[src/rtl/nic_stream_pkg.sv]
// Shared stream and rate-limit types for the NIC transmit path.
// Flit and settings layouts are common to the shaper and its token bucket.
package nic_stream_pkg;

    localparam int DATA_W = 64;
    localparam int KEEP_W = DATA_W / 8;
    localparam int RL_W   = 8;

    typedef struct packed {
        logic [DATA_W-1:0] data;
        logic [KEEP_W-1:0] keep;
        logic              last;
    } flit_t;

    typedef struct packed {
        logic [RL_W-1:0] inc;
        logic [RL_W-1:0] period;
        logic [RL_W-1:0] size;
    } rlimit_t;

endpackage

[src/rtl/nic_rlimit_bucket.sv]
// Token bucket: a free-running refill period counter plus a saturating token
// counter. Settings are used live every cycle.
module nic_rlimit_bucket
    import nic_stream_pkg::*;
(
    input  logic            clock,
    input  logic            reset,
    input  rlimit_t         settings,
    input  logic            grant,
    output logic [RL_W-1:0] tokens,
    output logic            tokens_nonzero
);

    logic [RL_W-1:0] cnt;
    logic            refill;
    logic [RL_W:0]   sum;
    logic [RL_W:0]   capped;

    // A period lowered below cnt is not caught early: cnt runs on and wraps.
    assign refill = (cnt == settings.period);

    // One extra bit so inc + tokens cannot overflow before the clamp.
    always_comb begin
        sum    = {1'b0, tokens} - {{RL_W{1'b0}}, grant}
                 + (refill ? {1'b0, settings.inc} : {(RL_W+1){1'b0}});
        capped = sum;
        if (sum > {1'b0, settings.size}) begin
            capped = {1'b0, settings.size};
        end
    end

    always_ff @(posedge clock) begin
        if (!reset) begin
            cnt    <= '0;
            tokens <= '0;
        end else begin
            cnt    <= refill ? '0 : cnt + 1'b1;
            tokens <= capped[RL_W-1:0];
        end
    end

    assign tokens_nonzero = (tokens != '0);

endmodule

[src/rtl/nic_tx_rate_limiter.sv]
// NIC transmit shaper: meters TX engine flits onto net_out through a token
// bucket, one token per flit, and counts delivered packets.
module nic_tx_rate_limiter #(
    parameter int DATA_W = nic_stream_pkg::DATA_W,
    parameter int KEEP_W = nic_stream_pkg::KEEP_W,
    parameter int RL_W   = nic_stream_pkg::RL_W
) (
    input  logic              clock,
    input  logic              reset,
    input  logic              in_valid,
    output logic              in_ready,
    input  logic [DATA_W-1:0] in_bits_data,
    input  logic [KEEP_W-1:0] in_bits_keep,
    input  logic              in_bits_last,
    output logic              net_out_valid,
    input  logic              net_out_ready,
    output logic [DATA_W-1:0] net_out_bits_data,
    output logic [KEEP_W-1:0] net_out_bits_keep,
    output logic              net_out_bits_last,
    input  logic [RL_W-1:0]   rlimit_inc,
    input  logic [RL_W-1:0]   rlimit_period,
    input  logic [RL_W-1:0]   rlimit_size,
    output logic [RL_W-1:0]   tokens,
    output logic [31:0]       pkt_count
);

    nic_stream_pkg::flit_t   out_q;
    nic_stream_pkg::flit_t   in_flit;
    nic_stream_pkg::rlimit_t settings;
    logic                    tokens_nonzero;
    logic                    grant;

    always_comb begin
        settings        = '0;
        settings.inc    = rlimit_inc;
        settings.period = rlimit_period;
        settings.size   = rlimit_size;
        in_flit         = '0;
        in_flit.data    = in_bits_data;
        in_flit.keep    = in_bits_keep;
        in_flit.last    = in_bits_last;
    end

    // Handshake: a flit moves on a cycle where valid and ready are both high;
    // ready never looks at valid. While reset is low in_ready stays high so
    // upstream drains into the discarded in-flight state.
    assign in_ready = !reset || (tokens_nonzero && (!net_out_valid || net_out_ready));
    assign grant    = in_valid && in_ready;

    nic_rlimit_bucket u_bucket (
        .clock          (clock),
        .reset          (reset),
        .settings       (settings),
        .grant          (grant),
        .tokens         (tokens),
        .tokens_nonzero (tokens_nonzero)
    );

    always_ff @(posedge clock) begin
        if (!reset) begin
            net_out_valid <= 1'b0;
            out_q         <= '0;
            pkt_count     <= '0;
        end else begin
            if (grant) begin
                out_q         <= in_flit;
                net_out_valid <= 1'b1;
            end else if (net_out_ready) begin
                net_out_valid <= 1'b0;
            end
            if (net_out_valid && net_out_ready && out_q.last) begin
                pkt_count <= pkt_count + 32'd1;
            end
        end
    end

    assign net_out_bits_data = out_q.data;
    assign net_out_bits_keep = out_q.keep;
    assign net_out_bits_last = out_q.last;

endmodule
[config.mk]
export PLATFORM = sky130hd
export DESIGN_NAME = nic_tx_rate_limiter
export DESIGN_NICKNAME = d
export VERILOG_FILES = /design/src/rtl/nic_stream_pkg.sv /design/src/rtl/nic_rlimit_bucket.sv /design/src/rtl/nic_tx_rate_limiter.sv
export SDC_FILE = /design/constraint.sdc
export NUM_CORES = 1
export LEC_CHECK = 0
export ABC_AREA = 1
export ABC_CLOCK_PERIOD_IN_PS = 4400
export BUFFER_PORTS_ARGS = -buffer_cell sky130_fd_sc_hd__buf_2
export CAP_MARGIN = 25
export CORE_ASPECT_RATIO = 0.75
export CORE_MARGIN = 4
export CORE_UTILIZATION = 50
export DETAILED_ROUTE_END_ITERATION = 6
export PLACE_DENSITY = 0.87
export SLEW_MARGIN = 10
export SYNTH_ARGS = -nofsm -noshare
export SYNTH_HDL_FRONTEND = slang
export SYNTH_SLANG_ARGS = --single-unit
[constraint.sdc]
create_clock -name clock -period 4.4 [get_ports clock]
set_input_delay 0.88 -clock clock [delete_from_list [all_inputs] [get_ports clock]]
set_output_delay 0.88 -clock clock [all_outputs]
set_load 0.01 [all_outputs]
==> impl_results.md <==
- Int Power: 2.72 mW
- CTS tree: done
- Post-Syn Area: 5910 µm²
- Core region area: 11600 µm²
- Antenna cell count: 0
- Die Width: about 130 µm
- Achievable clock frequency: ~260 MHz
- CP most frequent cell: nand2_1
- Slew @ Worst Pin: approximately 850 ps
- Chip height: between 100 and 150 µm
- Sequential fraction of the synthesis area: between 40% and 50%
- FF+latch count, synth: 122
- Die area: around 14000 µm²
- Crit path largest cell delay: between 300 and 400 ps
- Crit path buf inv count: 6
- CTS Buf Count: 17
- Synthesis-to-finish area growth: 30.6%
- Vias: a little over 6000
- Iter 0 DRT Violations: around 480
- Hold Violations, Final: 0
- Most common cell after layout, fill and taps aside: buf_2
- Synth Area per Inst: 6.96 µm²
- Remaining antenna violation count: 0
- Tcrit/Tclk final: around 89%
- Initial Utilization: 51.0%
- Via density: 4.96
- Mapped Cells: 848
- WL final: 16200 µm
- Number of global-route vias before repair: roughly 5500
- Placer Congestion: between 0.8 and 0.9
- Final min period: around 3900 ps
- Reg power frac: between 30% and 40%
- Worst-path maximum fanout: 10
- Global Route Usage Sum: around a quarter
- Cts repair resizes: 0
- Largest net degree at the start of global routing: around 100
- Residual DRC: 0
- Final setup fails: 0
- Skew final: 6.66 ps
- Most frequent cells in the layout: buf_2, nor2_1, nand2_1
- Critical Setup Path Class: in2reg
- Max-slew violations: 0
- Switching share of power: between 30% and 40%
- Syn Nets: 976
- Clk sinks: about 120
- Worst Hold Depth: 2
- Setup_tns: 0 ps
- Row cnt: 34
- Post-DP HPWL: between 10000 and 15000 µm
- Drt first pass iters: 7
- # H-tree levels: 4
- # hold bufs at CTS: 0
- Combinational power share: 35.6%
- Startpoint types: input pin
- Crit path depth: 26
- Max-slew headroom: 43.5%
- GRT Residual Overflow: 0
- RSZ-0062 raised after global routing: no
- Psw: between 1.5 and 2 mW
- Clock-pin slew on the worst setup and hold paths: 60 ps
- Yosys warning total: 0
- Hold WS: ~470 ps
- Worst EP required: roughly 4700 ps
- Critical path's top delay family: simple AND/OR/NAND/NOR gates
- Worst reg2reg path depth: 25
- Share of cells above drive strength 1: 25.9%
- Distinct cells, synth: 36
- Status: complete, no violations
- Clock root cell: clkbuf_16
- Buffers on Ports: 215
- Pleak: about 3.8 nW
- Maximum root-to-sink buffer count: 2
- Worst EP arrival: approximately 4200 ps
- Skew-Pair Late Insertion Delay: slightly above 400 ps
- Max Cap Violations: 0
- First-pass GRT wire length: 26000 µm
- Power per cell area: 552 nW/µm²
- Nets: between 1000 and 1500
- Part of the power in the clock network: ~34%
- Routed length per instance: about 13 µm
- # IOs: between 200 and 250
- VDD IR-drop max: around 330 µV
- Setup bufs post-CTS: 0
- Initial antenna violation count: 0
- Hold crit path type: reg2reg
- Crit. End Element: flop
- Slowest CP cell: ha_1
[final cells by class]
type | count | area [µm²]
multi-input combinational | 602 | 2970
fill | 995 | 3860
clock inverter | 14 | 188
clock buffer | 18 | 439
timing repair buffer | 220 | 1110
sequential | 122 | 2440
tap | 162 | 203
inverter | 94 | 353
[cells in the mapped netlist (all sizes together)]
cell type,instances,area (µm²)
nor2,222,876
nand2,148,583
dfxtp,122,2440
inv,93,349
o21ai,86,430
a21oi,32,160
ha,26,325
nand3,26,143
buf,18,93.8
nor3,16,91.3
clkbuf,12,45.0
xor2,12,105
nand4,11,68.8
nand3b,5,37.5
xnor2,5,43.8
a31oi,2,12.5
and3,2,17.5
nor3b,2,15.0
o21a,2,15.0
a211oi,1,7.51
a21o,1,7.51
clkinv,1,3.75
fa,1,20.0
nor4,1,6.26
or2,1,6.26
[tightest hold or removal path, delay by kind of cell (launching register included)]
family	cells	cell delay (ps)
flip-flops	1	320
AND/OR/NAND/NOR	2	120
[power by group through the flow]
stage | sequential (mW) | combinational (mW) | clock, mW
2_1_floorplan | 1.36 | 1.00 | 0
3_3_place_gp | 1.31 | 1.41 | 0
3_5_place_dp | 1.31 | 1.48 | 0
4_1_cts | 1.29 | 1.50 | 1.48
5_1_grt | 1.30 | 1.69 | 1.54
6_report | 1.29 | 1.51 | 1.46
[final timing paths]
check | to | from | slack (ps)
worst min register to register | net_out_bits_data[18] | net_out_bits_data[18] | 470
worst max register to register | u_bucket.tokens[3] | u_bucket.tokens[4] | 560
worst min-delay path | net_out_bits_data[18] | net_out_bits_data[18] | 470
worst max-delay path | u_bucket.tokens[3] | rlimit_period[3] | 500
[flip-flops by register name, summed over array words and instances, names as in the netlist]
register           count
u_bucket.cnt           8
net_out_bits_data     64
net_out_bits_last      1
pkt_count             32
net_out_valid          1
u_bucket.tokens        8
net_out_bits_keep      8
[through the flow]
step | std cells | utilization (%) | instance area (µm²) | setup WS (ps) | power [mW]
floorplan | 848 | - | 5910 | 346 | 2.37
global placement | 1200 | 61.2 | 7090 | 257 | 2.72
detailed placement | 1200 | 61.2 | 7090 | 103 | 2.79
CTS | 1232 | 66.7 | 7710 | 523 | 4.26
global route | 1232 | 66.7 | 7710 | 72.9 | 4.53
finish | 1232 | 66.7 | 7710 | 505 | 4.26
[metal layers]
metal	wire, µm	GRT usage (%)	vias up	share of wire [%]
met2	7620	37.9	261	47
met4	312	8.14	0	1.9
met5	0	0	-	0
met1	6960	31.1	2720	43
met3	1330	5.31	30	8.2
li1	-	-	3102	-
[cell families (layout without fill, tap and decap cells)]
group                      Yosys count  in the layout  synth area share (%)
and+or+nand+nor                    434            434                  31.2
AOI/OAI and AO/OA                  124            124                  10.7
buffers and inverters              124            346                  8.33
DFF                                122            122                  41.4
adders and majority gates           27             27                  5.85
xor gates and xnor gates            17             17                  2.52
Note: power is estimated with default switching activity, not from simulation.
